## src/rtl/sram_req_arbiter_pkg.sv

```systemverilog
// Shared encodings for the SRAM request arbiter: source tags, access sizes
// and the default outstanding-transaction depth.
package sram_req_arbiter_pkg;
  typedef enum logic {
    SRC_INST = 1'b0,
    SRC_DATA = 1'b1
  } src_e;

  localparam logic [1:0] SIZE_BYTE = 2'd0;
  localparam logic [1:0] SIZE_HALF = 2'd1;
  localparam logic [1:0] SIZE_WORD = 2'd2;

  localparam int OT_DEPTH_DEF = 4;
endpackage

```

## src/rtl/sram_req_arbiter_ot_tag_fifo.sv

```systemverilog
// In-order 1-bit source-tag FIFO: one entry per accepted request, popped on
// each bridge response so data_ok can be routed to the issuing port.
module ot_tag_fifo #(
  parameter int DEPTH = 4
) (
  input  logic                     clk,
  input  logic                     reset,
  input  logic                     push,
  input  logic                     pop,
  input  logic                     tag_in,
  output logic                     head,
  output logic                     full,
  output logic                     empty,
  output logic [$clog2(DEPTH):0]   count
);
  localparam int PW = $clog2(DEPTH);

  logic [DEPTH-1:0] r_tags;
  logic [PW-1:0]    r_wr_ptr;
  logic [PW-1:0]    r_rd_ptr;
  logic [PW:0]      r_count;
  logic             w_push;
  logic             w_pop;

  // Self-protecting: overflow/underflow requests are ignored.
  assign w_push = push & ~full;
  assign w_pop  = pop & ~empty;

  always_ff @(posedge clk or posedge reset) begin
    if (reset) begin
      r_tags   <= '0;
      r_wr_ptr <= '0;
      r_rd_ptr <= '0;
      r_count  <= '0;
    end else begin
      if (w_push) begin
        r_tags[r_wr_ptr] <= tag_in;
        r_wr_ptr         <= r_wr_ptr + PW'(1);
      end
      if (w_pop) r_rd_ptr <= r_rd_ptr + PW'(1);
      case ({w_push, w_pop})
        2'b10:   r_count <= r_count + (PW+1)'(1);
        2'b01:   r_count <= r_count - (PW+1)'(1);
        default: r_count <= r_count;
      endcase
    end
  end

  assign head  = r_tags[r_rd_ptr];
  assign full  = (r_count == (PW+1)'(DEPTH));
  assign empty = (r_count == '0);
  assign count = r_count;
endmodule

```

## src/rtl/sram_req_arbiter.sv

```systemverilog
// Shares one like-SRAM master port between inst and data ports: fixed data
// priority with inst anti-starvation, responses routed by an in-order tag FIFO.
module sram_req_arbiter
  import sram_req_arbiter_pkg::*;
#(
  parameter int OT_DEPTH   = OT_DEPTH_DEF,
  parameter int STARVE_MAX = 3
) (
  input  logic                      clk,
  input  logic                      reset,
  input  logic                      inst_sram_req,
  input  logic                      inst_sram_wr,
  input  logic [1:0]                inst_sram_size,
  input  logic [3:0]                inst_sram_wstrb,
  input  logic [31:0]               inst_sram_addr,
  input  logic [31:0]               inst_sram_wdata,
  output logic                      inst_sram_addr_ok,
  output logic                      inst_sram_data_ok,
  output logic [31:0]               inst_sram_rdata,
  input  logic                      data_sram_req,
  input  logic                      data_sram_wr,
  input  logic [1:0]                data_sram_size,
  input  logic [3:0]                data_sram_wstrb,
  input  logic [31:0]               data_sram_addr,
  input  logic [31:0]               data_sram_wdata,
  output logic                      data_sram_addr_ok,
  output logic                      data_sram_data_ok,
  output logic [31:0]               data_sram_rdata,
  output logic                      mem_req,
  output logic                      mem_wr,
  output logic [1:0]                mem_size,
  output logic [3:0]                mem_wstrb,
  output logic [31:0]               mem_addr,
  output logic [31:0]               mem_wdata,
  input  logic                      mem_addr_ok,
  input  logic                      mem_data_ok,
  input  logic [31:0]               mem_rdata,
  output logic [$clog2(OT_DEPTH):0] ot_count,
  output logic                      order_err
);
  localparam int SW = (STARVE_MAX < 1) ? 1 : $clog2(STARVE_MAX + 1);

  logic [SW-1:0] r_starve;
  logic          w_sel_inst;
  logic          w_sel_data;
  logic          w_acc;
  logic          w_pop;
  logic          w_full;
  logic          w_empty;
  logic          w_head;

  assign w_sel_inst = inst_sram_req & (~data_sram_req | (r_starve == SW'(STARVE_MAX)));
  assign w_sel_data = ~w_sel_inst & data_sram_req;
  // No full-bypass: a same-cycle pop does not unmask the request.
  assign mem_req    = (inst_sram_req | data_sram_req) & ~w_full;
  assign w_acc      = mem_req & mem_addr_ok;
  assign w_pop      = mem_data_ok & ~w_empty;

  always_comb begin
    mem_wr    = 1'b0;
    mem_size  = 2'd0;
    mem_wstrb = 4'd0;
    mem_addr  = 32'd0;
    mem_wdata = 32'd0;
    if (w_sel_inst) begin
      mem_wr    = inst_sram_wr;
      mem_size  = inst_sram_size;
      mem_wstrb = inst_sram_wstrb;
      mem_addr  = inst_sram_addr;
      mem_wdata = inst_sram_wdata;
    end else if (w_sel_data) begin
      mem_wr    = data_sram_wr;
      mem_size  = data_sram_size;
      mem_wstrb = data_sram_wstrb;
      mem_addr  = data_sram_addr;
      mem_wdata = data_sram_wdata;
    end
  end

  assign inst_sram_addr_ok = w_acc & w_sel_inst;
  assign data_sram_addr_ok = w_acc & w_sel_data;

  assign inst_sram_data_ok = w_pop & (w_head == SRC_INST);
  assign data_sram_data_ok = w_pop & (w_head == SRC_DATA);
  assign inst_sram_rdata   = inst_sram_data_ok ? mem_rdata : 32'd0;
  assign data_sram_rdata   = data_sram_data_ok ? mem_rdata : 32'd0;

  ot_tag_fifo #(.DEPTH(OT_DEPTH)) u_tags (
    .clk    (clk),
    .reset  (reset),
    .push   (w_acc),
    .pop    (w_pop),
    .tag_in (w_sel_data ? SRC_DATA : SRC_INST),
    .head   (w_head),
    .full   (w_full),
    .empty  (w_empty),
    .count  (ot_count)
  );

  always_ff @(posedge clk or posedge reset) begin
    if (reset) begin
      r_starve  <= '0;
      order_err <= 1'b0;
    end else begin
      if (mem_data_ok & w_empty) order_err <= 1'b1;
      if (~inst_sram_req | (w_acc & w_sel_inst))
        r_starve <= '0;
      else if (w_acc & w_sel_data & (r_starve != SW'(STARVE_MAX)))
        r_starve <= r_starve + SW'(1);
    end
  end
endmodule

```

## config.mk

```make
export PLATFORM = sky130hd
export DESIGN_NAME = sram_req_arbiter
export DESIGN_NICKNAME = d
export VERILOG_FILES = /design/src/rtl/sram_req_arbiter_pkg.sv /design/src/rtl/sram_req_arbiter_ot_tag_fifo.sv /design/src/rtl/sram_req_arbiter.sv
export SDC_FILE = /design/constraint.sdc
export NUM_CORES = 1
export LEC_CHECK = 0
export CORE_AREA = 2 2 126 128
export CTS_CLUSTER_DIAMETER = 80
export DETAILED_ROUTE_END_ITERATION = 8
export DIE_AREA = 0 0 128 130
export GPL_TIMING_DRIVEN = 0
export HOLD_SLACK_MARGIN = 0.05
export PLACE_DENSITY_LB_ADDON = 0.3
export SLEW_MARGIN = 25
export SYNTH_ARGS = -nofsm -noshare
export SYNTH_HDL_FRONTEND = slang
export SYNTH_SLANG_ARGS = --single-unit
```

## constraint.sdc

```tcl
create_clock -name clk -period 2.89 [get_ports clk]
set_input_delay 0.578 -clock clk [delete_from_list [all_inputs] [get_ports clk]]
set_output_delay 0.578 -clock clk [all_outputs]
set_load 0.02 [all_outputs]
```

==> impl_metrics.csv, run 1 <==
group,metric,value,unit
critical_path,reg2reg_slack,510,ps
die,start_util,0.1322,
critical_path,arrival,2230,ps
timing,worst_pin_slew,525.9,ps
logic_synthesis,synth_cells,268,
timing,setup_tns,0,ps
timing,hold_viol_final,0,
die,rows,46,
hold_path,min_from,"order_err",
die,die_w,128,microns
logic_synthesis,synthArstFlopShare,1.000,
routing,wire_per_inst,17.17,microns
logic_synthesis,synth_seq_cells,14,
logic_synthesis,synth-simple-area-share,0.2853,
clock_network,htreeDepth,1,
finish,final_util,0.3586,
logic_synthesis,ys_seq_area_frac,0.1718,
die,io_pins,324,
logic_synthesis,synth_area_leaders,"a22o_1 (30%), dfrtp_1 (17%), and3_1 (9.8%)",
logic_synthesis,yosysWarnings,0,
timing,maxSlewViolCount,0,
place,dp_cells,783,
clock_network,clk_path_buf_depth,2,
logic_synthesis,synth.distinct_cells,28,
critical_path,cp-start-kind,"input pin",
timing,slew_headroom,0.6490,
logic_synthesis,synth_compound_area_frac,0.3202,
logic_synthesis,synth-main-ff-cell,"dfrtp_1",
clock_network,path_clk_slew,50,ps
timing,setup_viol,0,
critical_path,reg2reg_depth,11,
clock_network,clkSinkCount,14,
clock_network,cts_tree,"yes",
die,die_area,16640,sq um
routing,postRouteAntennaNets,0,
critical_path,reg2reg_from,"u_tags.count[0]",
pwr,power.leakage,2.865,nW
finish,final_cells,791,
die,core-area,15420,sq um
place,dp_hpwl,11.53,mm
timing,hold_ws,468.3,ps
logic_synthesis,synth_top_area_share,0.3049,
global_route,antenna_found_initial,0,
logic_synthesis,synth_fp_nets,455,
critical_path,r2r-end,"u_tags.count[2]",
pwr,powerDensity,572.1,nW/um^2
timing,final.period_utilization,0.9716,
routing,initialDrtViolationCount,117,
logic_synthesis,yosys.cell_count.top_type,"a22o_1",
logic_synthesis,synthTopCellsByCount,"a22o_1 (71), nand2_1 (39), nor2_1 (35), and3_1 (32), buf_2 (17)",
place,gp_congestion,0.8122,
routing,vias_per_cell,4.267,
logic_synthesis,synth_edf_count,0,
pwr,sequentialPowerShare,0.120,
logic_synthesis,netlist_area,2039,sq um
place,io_buffers,323,
finish,area_delta_synth_final,171.2,%
logic_synthesis,synthMuxAreaShare,0.05337,
logic_synthesis,synth_top_family_by_area,"compound AO/OA/AOI/OAI gates",
hold_path,hp-class,"reg -> reg",
timing,min_period,2808,ps
hold_path,hold_end,"order_err",
clock_network,numCtsBuffers,3,
pwr,p_int,1.644,mW
timing,clock-skew-final,1.756,ps
die,die_h,130,microns
routing,firstDrtPassIters,4,
critical_path,critPathLaunch,"data_sram_req",
critical_path,critPathKind,"in -> out",
routing,num_vias,3375,
logic_synthesis,synth-xor-area-share,0.02577,
flow_run,drv_cap,0,
finish,drive_above_1_share,0.1185,
routing,drc,0,
clock_network,cts-root-buf,"clkbuf_16",
logic_synthesis,syn_avg_cell_area,7.610,sq um
pwr,irDropWorstVdd,427.5,uV
pwr,p_clk_frac,0.092,
pwr,combPwrFrac,0.788,
pwr,switchingPower,1.521,mW
global_route,grt_pass1_vias,3426,
clock_network,insertion_delay,240,ps
routing,detail_route.wirelength,13.58,mm
run_status,status,"completed",
hold_path,hold_path_depth,1,
critical_path,cp-end-kind,"output port",
critical_path,cp_max_fo,10,
global_route,grt_max_degree,15,
logic_synthesis,synth.largest_area_cell,"a22o_1",
timing,clock.fmax,356.1,MHz
timing,grt_setup_unrepaired,"true",
critical_path,worst_ep_required_time,2310,ps
clock_network,cts_hold_buffers,0,
global_route,grt_pass1_wl,18.89,mm
pwr,p_sw_frac,0.4806,
finish,nets,787,
global_route,gr-total-overflow,0,
finish,n_antenna_cell,0,
logic_synthesis,synthAdderAreaFrac,0.04663,
global_route,grt_use_total,0.1435,
-- sequential cells by signal, indices dropped and copies added (netlist names) --
name             flops
u_tags.r_tags        4
u_tags.count         3
r_starve             2
u_tags.r_rd_ptr      2
u_tags.r_wr_ptr      2
order_err            1
-- cell families (layout without fill, tap and decap cells) --
family                   after synthesis  in the layout
buffers and inverters                 38            369
XOR/XNOR                               6              6
multiplexers                           9              9
AND/OR/NAND/NOR                      119            119
adder cells (fa/ha/maj)                7              7
AO/OA/AOI/OAI                         75             75
flip-flops                            14             14
-- per-layer routing --
layer,vias up,GRT usage,share of wire
li1,1636,-,-
met1,1584,0.1658,0.39
met4,0,0.02327,0.0092
met3,14,0.05043,0.094
met5,-,0,0
met2,141,0.2605,0.50
-- timing repair --
action                     in CTS  in global routing
setup buffers                   5                  0
setup endpoints to repair     139                 84
resized for setup             174                 63
pin swaps                       1                  0
-- metrics by stage --
stage                     setup slack [ps]  area (sq um)  power [mW]
after global routing                -89.55          5532       3.394
after detailed placement            -529.1          5513       3.096
after floorplan                      702.3          2039       1.801
after global placement              -538.2          5513       3.062
final                                81.99          5532       3.165
after CTS                           0.6299          5559       3.223
-- worst max path at each step --
| stage | depth (start not counted) | slack [ps] | to |
|---|---|---|---|
| finish | 6 | 80 | mem_addr[20] |
| global route | 12 | -90 | u_tags.count[2] |
| CTS | 6 | 0.6 | inst_sram_rdata[1] |
| detailed placement | 6 | -530 | mem_addr[12] |
| global placement | 6 | -540 | mem_addr[12] |
| floorplan | 8 | 700 | u_tags.count[2] |
-- layout by cell type, fill, tap and decap left out --
master and count:
buf_6 5, dfrtp_1 14, mux2_2 5, o31a_1 1, a21o_1 1, xor2_1 3
nor2_1 35, buf_4 20, clkbuf_8 1, a21boi_0 1, ha_1 6, nand4b_1 1
inv_1 8, a21boi_2 1, dlygate4sd2_1 85, fa_1 1, and3_1 32, nand4_1 1
clkbuf_16 3, clkbuf_1 2, dlymetal6s2s_1 11, nor3_1 5, nor2b_1 1, clkbuf_4 4
a22o_1 71, mux4_2 1, and2_1 2, clkdlybuf4s15_2 7, mux2i_1 3, clkdlybuf4s15_1 18
nand2_1 39, xnor2_1 3, and2b_1 1, clkbuf_2 22, clkdlybuf4s50_1 183, nor3b_4 2
-- worst max-delay path, cell delays in order --
cell and delay [ps]:
clkdlybuf4s50_1 530, a21boi_2 240, buf_6 170, buf_4 210, a22o_1 160, dlygate4sd2_1 330
-- power by group through the flow --
stage	combinational (mW)	sequential, mW	clock, mW
after global placement	2.68	0.379	0
after detailed placement	2.71	0.381	0
after CTS	2.54	0.380	0.299
after global routing	2.70	0.392	0.303
after floorplan	1.40	0.397	0
final	2.49	0.378	0.292
-- area by class of cell --
cell class                      count  area [sq um]
Inverter                            8         30.03
Sequential cell                    14         350.3
Clock buffer                        4         88.84
Buffer                             29         221.5
Fill cell                        1630          9893
Timing Repair Buffer              328          3105
Multi-Input combinational cell    216          1495
Tap cell                          192         240.2
No activity file was read; power rests on OpenSTA's default activity.
==> run 2: changes to the inputs <==
--- a/config.mk
+++ b/config.mk
@@ -5,10 +5,13 @@
 export SDC_FILE = /design/constraint.sdc
 export NUM_CORES = 1
 export LEC_CHECK = 0
-export CORE_AREA = 2 2 126 128
+export CELL_PAD_IN_SITES_DETAIL_PLACEMENT = 1
+export CELL_PAD_IN_SITES_GLOBAL_PLACEMENT = 1
+export CORE_ASPECT_RATIO = 0.9
+export CORE_MARGIN = 10
+export CORE_UTILIZATION = 13
 export CTS_CLUSTER_DIAMETER = 80
 export DETAILED_ROUTE_END_ITERATION = 8
-export DIE_AREA = 0 0 128 130
 export GPL_TIMING_DRIVEN = 0
 export HOLD_SLACK_MARGIN = 0.05
 export PLACE_DENSITY_LB_ADDON = 0.3
==> run 2 against run 1 <==
  * Largest cell class unchanged
  * First-iteration DRC count down 5.1%
  * Largest power group unchanged
  * Wire length grew 24%
  * Critical endpoint is now inst_sram_rdata[16]
  * Clock power is 1% lower
==> impl_metrics.csv, run 2 (synthesized netlist as in run 1, its figures left out) <==
group,metric,value,unit
clock_network,clkSinkCount,14,
critical_path,cp_max_fo,10,
critical_path,reg2reg_from,"u_tags.count[0]",
place,io_buffers,323,
pwr,power.leakage,2.798,nW
clock_network,cts-root-buf,"clkbuf_16",
die,die_w,152.0,microns
place,place_area,5525,sq um
place,post-place-ws,-553.8,ps
finish,largest_reg_flops,4,
clock_network,path_clk_slew,50,ps
run_status,status,"completed",
die,die_area,21100,sq um
critical_path,critPathTopFamily,"buffers and inverters",
hold_path,min_from,"order_err",
finish,final_area,5530,sq um
routing,wire_per_inst,21.14,microns
finish,fillers,1865,
hold_path,hp-class,"reg -> reg",
clock_network,clk_path_buf_depth,2,
finish,multi_input_area,1503,sq um
timing,grt_setup_unrepaired,"false",
global_route,grt_use_total,0.1482,
routing,detail_route.wirelength,16.91,mm
timing,min_period,2815,ps
critical_path,slowest_delay,490,ps
routing,drc,0,
die,rows,43,
global_route,grt_max_degree,15,
global_route,met2_usage,0.2841,
global_route,grt_use_met3,0.03287,
global_route,gr-total-overflow,0,
clock_network,htreeDepth,1,
finish,final_cells,800,
finish,drive_above_1_share,0.1171,
flow_run,drv_cap,0,
finish,area_delta_synth_final,171.2,%
timing,slew_headroom,0.6416,
finish,n_antenna_cell,0,
timing,worst_pin_slew,537.0,ps
finish,nets,786,
clock_network,insertion_delay,240,ps
routing,initialDrtViolationCount,111,
global_route,grt_busiest_layer,"met2",
clock_network,cts_hold_buffers,0,
timing,clock.fmax,355.2,MHz
finish,final_util,0.3594,
timing,final.period_utilization,0.9742,
finish,top_register,"u_tags.r_tags",
critical_path,critPathKind,"in -> out",
finish,regArea,350.3,sq um
global_route,antenna_found_initial,0,
critical_path,cp-start-kind,"input pin",
finish,layout_common_cells,"clkdlybuf4s50_1 (183), dlygate4sd2_1 (94), a22o_1 (71)",
pwr,powerDensity,575.7,nW/um^2
die,core-area,15390,sq um
timing,hold_viol_final,0,
clock_network,numCtsBuffers,3,
timing,clock-skew-final,2.791,ps
critical_path,cp_slowest_cell,"clkdlybuf4s50_1",
routing,postRouteAntennaNets,0,
place,gp_congestion,0.9332,
die,start_util,0.1325,
critical_path,critPathLaunch,"mem_data_ok",
place,dp_hpwl,15.06,mm
critical_path,cp-end-kind,"output port",
timing,maxSlewViolCount,0,
routing,vias_per_cell,4.184,
finish,layout_commonest_cell,"clkdlybuf4s50_1",
global_route,met1_usage,0.1694,
critical_path,worst_ep_required_time,2310,ps
routing,firstDrtPassIters,4,
place,dp_cells,793,
pwr,irDropWorstVdd,313.6,uV
critical_path,path_buf_inv,4,
global_route,grt_pass1_vias,3617,
critical_path,crit_chain,"clkdlybuf4s50_1 -> o31a_1 -> buf_4 -> clkbuf_4 -> nand2_1 -> nor2_1 -> clkdlybuf4s15_1",
critical_path,arrival,2240,ps
timing,layout_setup_ws,74.51,ps
timing,hold_ws,463.6,ps
routing,num_vias,3347,
die,die_h,138.8,microns
die,io_pins,324,
timing,setup_viol,0,
clock_network,cts_tree,"yes",
global_route,grt_pass1_wl,25.02,mm
-- run 2: metrics by stage --
| step | total power [mW] | TNS (ps) |
|---|---|---|
| floorplan | 1.801 | 0 |
| global placement | 3.120 | -41560 |
| detailed placement | 3.174 | -46530 |
| CTS | 3.258 | 0 |
| global route | 3.441 | 0 |
| finish | 3.184 | 0 |
-- run 2: power breakdown --
part	switching [mW]	internal, mW
registers	0.0903	0.289
logic	1.39	1.13
clock network	0.0784	0.209
-- run 2: worst register-to-register path, stage by stage, from the launching register on --
cell and delay [ps]:
dfrtp_1 470, nor3b_4 370, nor3b_4 110, buf_4 190, inv_1 60, ha_1 170, inv_1 60, fa_1 370
xor2_1 150, nor2_1 110, xor2_1 150
-- run 2: cell type report --
type	count	area share
plain buffers	29	0.03959
clock buffers	4	0.01606
inverters	8	0.005430
multi-input cells	216	0.2717
flip-flops and latches	14	0.06335
well taps	202	0.04570
repair buffers	327	0.5581
-- run 2: repair_timing --
| action | in CTS | in global routing |
|---|---|---|
| buffers inserted | 4 | 0 |
| pin swaps | 1 | 0 |
| endpoints found under the setup margin | 139 | 67 |
| resized for setup | 189 | 46 |
-- run 2: final timing paths --
kind,depth (start not counted),to,slack [ps]
setup / recovery,7,inst_sram_rdata[16],70
hold / removal,1,order_err,460
setup reg to reg,10,u_tags.count[2],610
hold reg to reg,1,order_err,460
max in group asynchronous,2,r_starve[0],1840
min in group asynchronous,2,u_tags.r_rd_ptr[0],690
-- run 2: per-layer routing --
layer | up-vias | part of all wire
li1 | 1633 | -
met1 | 1593 | 0.40
met2 | 116 | 0.55
met3 | 5 | 0.051
met4 | 0 | 0.0035
met5 | - | 0
